## config.mk

```make
export PLATFORM = sky130hd
export DESIGN_NAME = matmul_ctrl
export DESIGN_NICKNAME = d
export VERILOG_FILES = /design/src/rtl/matmul_ctrl_pkg.sv /design/src/rtl/matmul_res_buf.sv /design/src/rtl/matmul_ctrl.sv
export SDC_FILE = /design/constraint.sdc
export NUM_CORES = 1
export LEC_CHECK = 0
export CAP_MARGIN = 10
export CORE_MARGIN = 3
export CORE_UTILIZATION = 35
export CTS_BUF_LIST = sky130_fd_sc_hd__clkbuf_8 sky130_fd_sc_hd__clkbuf_16
export DETAILED_ROUTE_END_ITERATION = 7
export MAX_ROUTING_LAYER = met4
export SLEW_MARGIN = 20
export SYNTH_ARGS = -nofsm -noshare
export SYNTH_HDL_FRONTEND = slang
export SYNTH_HIERARCHICAL = 1
export SYNTH_SLANG_ARGS = --single-unit
```

## constraint.sdc

```tcl
create_clock -name clk -period 2.1 [get_ports clk]
set_clock_uncertainty 0.2 [all_clocks]
set_input_delay 0.21 -clock clk [delete_from_list [all_inputs] [get_ports clk]]
set_output_delay 0.21 -clock clk [all_outputs]
set_load 0.02 [all_outputs]
```

## src/rtl/matmul_ctrl_pkg.sv

```systemverilog
// Shared definitions for the 3x3 matrix-multiply sequencer.
//   DIM      matrix dimension (rows = cols)
//   ELEMS    elements per matrix / results per multiply
//   DW, RW   element and result widths
//   AW, PW   row/col address width and element-pointer width
//   state_e  sequencer states
package matmul_ctrl_pkg;

  localparam int DIM   = 3;
  localparam int ELEMS = DIM * DIM;
  localparam int DW    = 4;
  localparam int RW    = 10;
  localparam int AW    = 2;
  localparam int PW    = 4;

  // Last row/column index and last element pointer, pre-sized for compares.
  localparam logic [AW-1:0] IDX_LAST = AW'(DIM - 1);
  localparam logic [PW-1:0] PTR_LAST = PW'(ELEMS - 1);

  typedef enum logic [2:0] {
    S_IDLE,
    S_CLEAR,
    S_LOAD_W,
    S_LOAD_X,
    S_WAIT,
    S_CAPTURE,
    S_DRAIN
  } state_e;

endpackage

```

## src/rtl/matmul_res_buf.sv

```systemverilog
// Result buffer: nine RW-bit entries written once per CAPTURE cycle and read
// back in the same order during DRAIN.
//   clk, rst    clock and synchronous active-high reset (pointers only)
//   ptr_clr_i   return both pointers to entry 0
//   we_i        write wdata_i at wr_ptr, then advance wr_ptr
//   wdata_i     result from the datapath
//   rd_adv_i    current read entry consumed, advance rd_ptr
//   wr_ptr_o    next entry to be written
//   rd_ptr_o    entry currently presented on rdata_o
//   rdata_o     combinational read of entry rd_ptr
module matmul_res_buf
  import matmul_ctrl_pkg::*;
(
  input  logic          clk,
  input  logic          rst,
  input  logic          ptr_clr_i,
  input  logic          we_i,
  input  logic [RW-1:0] wdata_i,
  input  logic          rd_adv_i,
  output logic [PW-1:0] wr_ptr_o,
  output logic [PW-1:0] rd_ptr_o,
  output logic [RW-1:0] rdata_o
);

  logic [RW-1:0] mem_q [ELEMS];
  logic [PW-1:0] wr_ptr_q, wr_ptr_d;
  logic [PW-1:0] rd_ptr_q, rd_ptr_d;

  // Pointers wrap back to 0 after the last entry so they never leave 0..8.
  always_comb begin
    wr_ptr_d = wr_ptr_q;
    rd_ptr_d = rd_ptr_q;
    if (ptr_clr_i) begin
      wr_ptr_d = '0;
      rd_ptr_d = '0;
    end else begin
      if (we_i) begin
        wr_ptr_d = (wr_ptr_q == PTR_LAST) ? '0 : wr_ptr_q + 1'b1;
      end
      if (rd_adv_i) begin
        rd_ptr_d = (rd_ptr_q == PTR_LAST) ? '0 : rd_ptr_q + 1'b1;
      end
    end
  end

  always_ff @(posedge clk) begin
    if (rst) begin
      wr_ptr_q <= '0;
      rd_ptr_q <= '0;
    end else begin
      wr_ptr_q <= wr_ptr_d;
      rd_ptr_q <= rd_ptr_d;
    end
  end

  // Storage needs no reset: every entry is written before it is read.
  always_ff @(posedge clk) begin
    if (we_i) begin
      mem_q[wr_ptr_q] <= wdata_i;
    end
  end

  assign wr_ptr_o = wr_ptr_q;
  assign rd_ptr_o = rd_ptr_q;
  assign rdata_o  = mem_q[rd_ptr_q];

endmodule

```

## src/rtl/matmul_ctrl.sv

```systemverilog
// Sequencer for the 3x3 matrix-multiply datapath. Loads W then X from the
// host stream into the datapath memory bank, waits the fixed compute latency,
// captures the nine results and drains them to the host with backpressure.
//   clk, rst                 clock, synchronous active-high reset
//   start                    begin one multiply (sampled only in IDLE)
//   busy, done               activity flag, one-cycle completion pulse
//   in_data/valid/ready      host element stream, row-major, all W then all X
//   dp_data_in               copy of in_data to the datapath
//   dp_clear_mem             datapath memory clear (one cycle)
//   dp_row_w/col_w, dp_we_w  W write address and strobe
//   dp_row_x/col_x, dp_we_x  X write address and strobe
//   dp_data_out              datapath result stream
//   res_data/valid/ready     result stream to host, row-major
module matmul_ctrl
  import matmul_ctrl_pkg::*;
#(
  parameter int RES_LAT = 4
) (
  input  logic          clk,
  input  logic          rst,
  input  logic          start,
  output logic          busy,
  output logic          done,
  input  logic [DW-1:0] in_data,
  input  logic          in_valid,
  output logic          in_ready,
  output logic [DW-1:0] dp_data_in,
  output logic          dp_clear_mem,
  output logic [AW-1:0] dp_row_w,
  output logic [AW-1:0] dp_col_w,
  output logic [AW-1:0] dp_row_x,
  output logic [AW-1:0] dp_col_x,
  output logic          dp_we_w,
  output logic          dp_we_x,
  input  logic [RW-1:0] dp_data_out,
  output logic [RW-1:0] res_data,
  output logic          res_valid,
  input  logic          res_ready
);

  state_e        state_q;
  logic          busy_q;
  logic          done_q;
  logic          in_ready_q;
  logic          clear_q;
  logic          res_valid_q;
  logic [AW-1:0] row_q, row_d;
  logic [AW-1:0] col_q, col_d;
  logic [7:0]    lat_q;

  logic          accept;
  logic          last_beat;
  logic          cap_we;
  logic          rd_adv;
  logic          ptr_clr;
  logic [PW-1:0] wr_ptr;
  logic [PW-1:0] rd_ptr;
  logic [RW-1:0] buf_rdata;

  // in_ready_q is only ever high in the two load states.
  assign accept    = in_valid & in_ready_q;
  assign last_beat = (row_q == IDX_LAST) && (col_q == IDX_LAST);

  // Row-major walk: column first, wrapping into the next row.
  always_comb begin
    col_d = col_q + 1'b1;
    row_d = row_q;
    if (col_q == IDX_LAST) begin
      col_d = '0;
      row_d = row_q + 1'b1;
    end
  end

  always_ff @(posedge clk) begin
    if (rst) begin
      state_q     <= S_IDLE;
      busy_q      <= 1'b0;
      done_q      <= 1'b0;
      in_ready_q  <= 1'b0;
      clear_q     <= 1'b0;
      res_valid_q <= 1'b0;
      row_q       <= '0;
      col_q       <= '0;
      lat_q       <= '0;
    end else begin
      done_q  <= 1'b0;
      clear_q <= 1'b0;
      case (state_q)
        S_IDLE: begin
          if (start) begin
            state_q <= S_CLEAR;
            busy_q  <= 1'b1;
            clear_q <= 1'b1;
            row_q   <= '0;
            col_q   <= '0;
          end
        end
        S_CLEAR: begin
          state_q    <= S_LOAD_W;
          in_ready_q <= 1'b1;
          row_q      <= '0;
          col_q      <= '0;
        end
        S_LOAD_W: begin
          if (accept) begin
            if (last_beat) begin
              state_q <= S_LOAD_X;
              row_q   <= '0;
              col_q   <= '0;
            end else begin
              row_q <= row_d;
              col_q <= col_d;
            end
          end
        end
        S_LOAD_X: begin
          if (accept) begin
            if (last_beat) begin
              in_ready_q <= 1'b0;
              row_q      <= '0;
              col_q      <= '0;
              // lat_q counts the cycles still to go before the first result;
              // with a latency of one the first result arrives right away.
              if (RES_LAT <= 1) begin
                state_q <= S_CAPTURE;
              end else begin
                state_q <= S_WAIT;
                lat_q   <= 8'(RES_LAT - 1);
              end
            end else begin
              row_q <= row_d;
              col_q <= col_d;
            end
          end
        end
        S_WAIT: begin
          // Leaving as the count hits zero puts the first CAPTURE cycle
          // exactly RES_LAT cycles after the last X strobe.
          if (lat_q <= 8'd1) begin
            state_q <= S_CAPTURE;
            lat_q   <= '0;
          end else begin
            lat_q <= lat_q - 8'd1;
          end
        end
        S_CAPTURE: begin
          if (wr_ptr == PTR_LAST) begin
            state_q     <= S_DRAIN;
            res_valid_q <= 1'b1;
          end
        end
        S_DRAIN: begin
          if (res_ready && (rd_ptr == PTR_LAST)) begin
            state_q     <= S_IDLE;
            res_valid_q <= 1'b0;
            busy_q      <= 1'b0;
            done_q      <= 1'b1;
          end
        end
        default: begin
          state_q <= S_IDLE;
        end
      endcase
    end
  end

  // The datapath cannot stall, so capture is unconditional in CAPTURE.
  assign cap_we  = (state_q == S_CAPTURE);
  assign rd_adv  = res_valid_q & res_ready;
  assign ptr_clr = (state_q == S_IDLE);

  matmul_res_buf u_res_buf (
    .clk      (clk),
    .rst      (rst),
    .ptr_clr_i(ptr_clr),
    .we_i     (cap_we),
    .wdata_i  (dp_data_out),
    .rd_adv_i (rd_adv),
    .wr_ptr_o (wr_ptr),
    .rd_ptr_o (rd_ptr),
    .rdata_o  (buf_rdata)
  );

  assign busy         = busy_q;
  assign done         = done_q;
  assign in_ready     = in_ready_q;
  assign dp_clear_mem = clear_q;
  assign dp_data_in   = in_data;
  // Strobes and addresses are qualified by the load state so the inactive
  // matrix always sees address 0 and no write.
  assign dp_we_w      = accept && (state_q == S_LOAD_W);
  assign dp_we_x      = accept && (state_q == S_LOAD_X);
  assign dp_row_w     = (state_q == S_LOAD_W) ? row_q : '0;
  assign dp_col_w     = (state_q == S_LOAD_W) ? col_q : '0;
  assign dp_row_x     = (state_q == S_LOAD_X) ? row_q : '0;
  assign dp_col_x     = (state_q == S_LOAD_X) ? col_q : '0;
  assign res_valid    = res_valid_q;
  // Buffer entries are unreset, so hide them outside DRAIN.
  assign res_data     = res_valid_q ? buf_rdata : '0;

endmodule

```

==> results.sh, run 1 <==
export IMPL_core_area_mm2=0.01475
export IMPL_critPathMaxFanout=8
export IMPL_syn_avg_cell_area_um2=13.42
export IMPL_htreeDepth=4
export IMPL_p_comb_share_pct=11.0
export IMPL_dp_slack_ns=-0.4891
export IMPL_port_buffer_count=39
export IMPL_clk_root_buffer_cell="clkbuf_16"
export IMPL_synth_edf_count=90
export IMPL_syn_cell_area_mm2=0.005366
export IMPL_path_clk_slew_ns=0.05
export IMPL_yosysSeqAreaShare_pct=62.30
export IMPL_vdd_drop_max_uv=565.0
export IMPL_via_count=3494
export IMPL_max_clock_path_buffers=2
export IMPL_fin_nets=511
export IMPL_viasPerCell=5.131
export IMPL_grt_total_usage_pct=15.04
export IMPL_leakage_nw=2.595
export IMPL_fin_area_mm2=0.007132
export IMPL_cts_sinks=122
export IMPL_reg2reg_slack_ns=0.10
export IMPL_switchingPower_w=0.001486
export IMPL_cp_start_kind="register"
export IMPL_netSwitchingFraction_pct=22.67
export IMPL_rows=44
export IMPL_critical_path_class="reg -> out"
export IMPL_utilization_pct=48.34
export IMPL_setup_violations=10
export IMPL_holdWs_ns=0.2200
export IMPL_slew_headroom_pct=59.83
export IMPL_r2r_start="state_q[2]"
export IMPL_final_common_cell="edfxtp_1"
export IMPL_maxCapViolCount=0
export IMPL_hold_end="dp_data_in[0]"
export IMPL_worstMarginPinSlew_ns=0.5874
export IMPL_outcome="complete, but fails checks"
export IMPL_power_frac_seq_pct=41.6
export IMPL_numCtsBuffers=17
export IMPL_yosys_area_top_type="edfxtp_1"
export IMPL_synth_main_ff_cell="edfxtp_1"
export IMPL_p_clk_share_pct=47.4
export IMPL_cts_tree="yes"
export IMPL_finalHoldViolations=0
export IMPL_timing_final_ws_setup_ns=-0.1984
export IMPL_busiest_layer="met2"
export IMPL_period_share_pct=109.4
export IMPL_antenna_found_initial=0
export IMPL_syn_nets=427
export IMPL_use_met2_pct=22.47
export IMPL_clock_fmax_mhz=435.1
export IMPL_synth_top_area_share_pct=50.36
export IMPL_netlist_instances=400
export IMPL_grt_pass1_wl_um=18510
export IMPL_grt_max_degree=21
export IMPL_drive_gt1_share_pct=30.38
export IMPL_arrival_ns=1.89
export IMPL_route_detailed_drc=0
export IMPL_start_util_pct=36.37
export IMPL_io_pins=48
export IMPL_violations="setup timing"
export IMPL_hpwl_um=7647
export IMPL_grt_overflow_total=0
export IMPL_fin_crit_ns=2.298
export IMPL_yosysWarnings=6
export IMPL_dpl_instance_area_mm2=0.006202
export IMPL_cp_end_kind="output pin"
export IMPL_r2r_end="lat_q[4]"
export IMPL_hold_buffers=0
export IMPL_die_area_mm2=0.01685
export IMPL_whs_path_depth=0
export IMPL_antenna_left=0
export IMPL_ys_top_cells_by_area="edfxtp_1 50%, dfxtp_1 12%, mux2_2 4.6%"
export IMPL_p_per_area_mw_per_mm2=919.0
export IMPL_worst_hold_path_type="in -> out"
export IMPL_synth_distinct_cells=61
export IMPL_area_delta_synth_final_pct=32.90
export IMPL_ys_seq_elements=122
export IMPL_firstDrtPassIters=4
export IMPL_worstHoldStart="in_data[0]"
export IMPL_antenna_cells=0
export IMPL_wl_um=11740
export IMPL_die_h_um=129.8
export IMPL_drt_iter0_drc=287
export IMPL_synthArstFlopShare_pct=0
export IMPL_die_x_um=129.8
export IMPL_r2r_cells=6
export IMPL_clk_latency_ns=0.41
export IMPL_grtUsageMet3_pct=3.725
export IMPL_wl_per_cell_um=17.25
export IMPL_crit_required_ns=1.69
export IMPL_place_congestion=0.7875
export IMPL_rsz0062_at_grt="true"
export IMPL_grt_pass1_vias=3492
export IMPL_met1_usage_pct=19.46
export IMPL_final_cell_mix="90 x edfxtp_1, 37 x buf_4, 29 x nor2_1, 29 x dfxtp_1, 22 x mux2i_1"
export IMPL_final_max_slew_viol_count=0
export IMPL_intPower_w=0.005068
area by class of cell:
cell class	instances	area, um^2
clock buffers	20	466.7
clock inverters	12	172.7
fillers	1285	7622
inverters	9	33.78
multi-input cells	247	2036
flip-flops and latches	122	3349
well taps	184	230.2
repair buffers	87	843.3
power groups by stage:
stage | logic, W | registers [W] | clock network [W]
2_1_floorplan | 0.000412 | 0.00276 | 0
3_3_place_gp | 0.000661 | 0.00276 | 0
3_5_place_dp | 0.000678 | 0.00276 | 0
4_1_cts | 0.000706 | 0.00272 | 0.00316
5_1_grt | 0.000798 | 0.00274 | 0.00326
6_report | 0.000721 | 0.00273 | 0.00310
state kept, by name, summed over array words and instances, names as in the netlist, named ones only:
register            cells
dp_clear_mem            1
row_q                   2
state_q                 3
res_valid               1
col_q                   2
u_res_buf/wr_ptr_o      4
u_res_buf/mem_q        90
busy                    1
u_res_buf/rd_ptr_o      4
done                    1
lat_q                   8
in_ready                1
worst max path at each step:
stage                                       end  depth (start not counted)
after floorplan           u_res_buf/mem_q[0][0]                          6
after global placement              res_data[9]                          5
after detailed placement            res_data[9]                          5
after CTS                           res_data[7]                          7
after global routing                res_data[1]                          7
final                               res_data[1]                          7
cells by family after synthesis:
logic type / after synthesis / share of synthesized area (%)
and+or+nand+nor: 123 / 12.52
DFF: 122 / 62.30
AOI/OAI and AO/OA: 66 / 9.979
muxes: 44 / 8.720
buffers and inverters: 31 / 3.637
adders and majority gates: 8 / 1.865
xor gates and xnor gates: 6 / 0.9792
what timing repair did:
item / 4_1_cts / 5_1_grt
setup endpoints to repair: 39 / 61
pin swaps: 13 / 15
hold endpoints to repair: 0 / 0
setup buffers: 5 / 0
cloned: 1 / 1
resized for setup: 100 / 27
routing by layer:
| metal | share of wire (%) | vias up |
|---|---|---|
| li1 | - | 1677 |
| met1 | 47 | 1703 |
| met2 | 46 | 96 |
| met3 | 5.1 | 18 |
| met4 | 2.0 | 0 |
| met5 | 0 | - |
synth_stat cells (3+ instances only):
master,instances
nor3_1,10
a22o_1,10
mux2i_1,22
dfxtp_1,32
and2_1,19
nor2_1,31
and3_1,3
nor4_1,3
xor2_1,4
edfxtp_1,90
mux2_2,22
o31ai_2,10
clkbuf_1,10
a31oi_1,3
nor2b_1,4
ha_1,8
a21oi_1,11
o21ai_0,3
or3_1,5
nand2_1,19
buf_4,4
inv_1,9
o22ai_1,10
nand2b_1,9
metrics by stage:
stage | setup TNS [ns] | cells | power, W
6_report | -1.462 | 681 | 0.006554
5_1_grt | -2.215 | 681 | 0.006793
3_5_place_dp | -4.955 | 644 | 0.003442
3_3_place_gp | -3.921 | 644 | 0.003421
4_1_cts | -2.158 | 682 | 0.006585
2_1_floorplan | -2.549 | 400 | 0.003177
worst max-delay path: stages, from the launching register on:
cell	delay, ns
dfxtp_4	0.39
buf_8	0.16
buf_6	0.11
mux2i_1	0.12
a22o_1	0.23
o31ai_2	0.18
and2_1	0.17
buf_6	0.12
No activity file was read; power rests on OpenSTA's default activity.
==> run 2, diff against run 1 <==
--- a/config.mk
+++ b/config.mk
@@ -9,6 +9,7 @@
 export CORE_MARGIN = 3
 export CORE_UTILIZATION = 35
 export CTS_BUF_LIST = sky130_fd_sc_hd__clkbuf_8 sky130_fd_sc_hd__clkbuf_16
+export CTS_CLUSTER_SIZE = 25
 export DETAILED_ROUTE_END_ITERATION = 7
 export MAX_ROUTING_LAYER = met4
 export SLEW_MARGIN = 20
==> results of run 2 <==
Same layout as run 1: the final DEF is identical, and so are final timing and power.
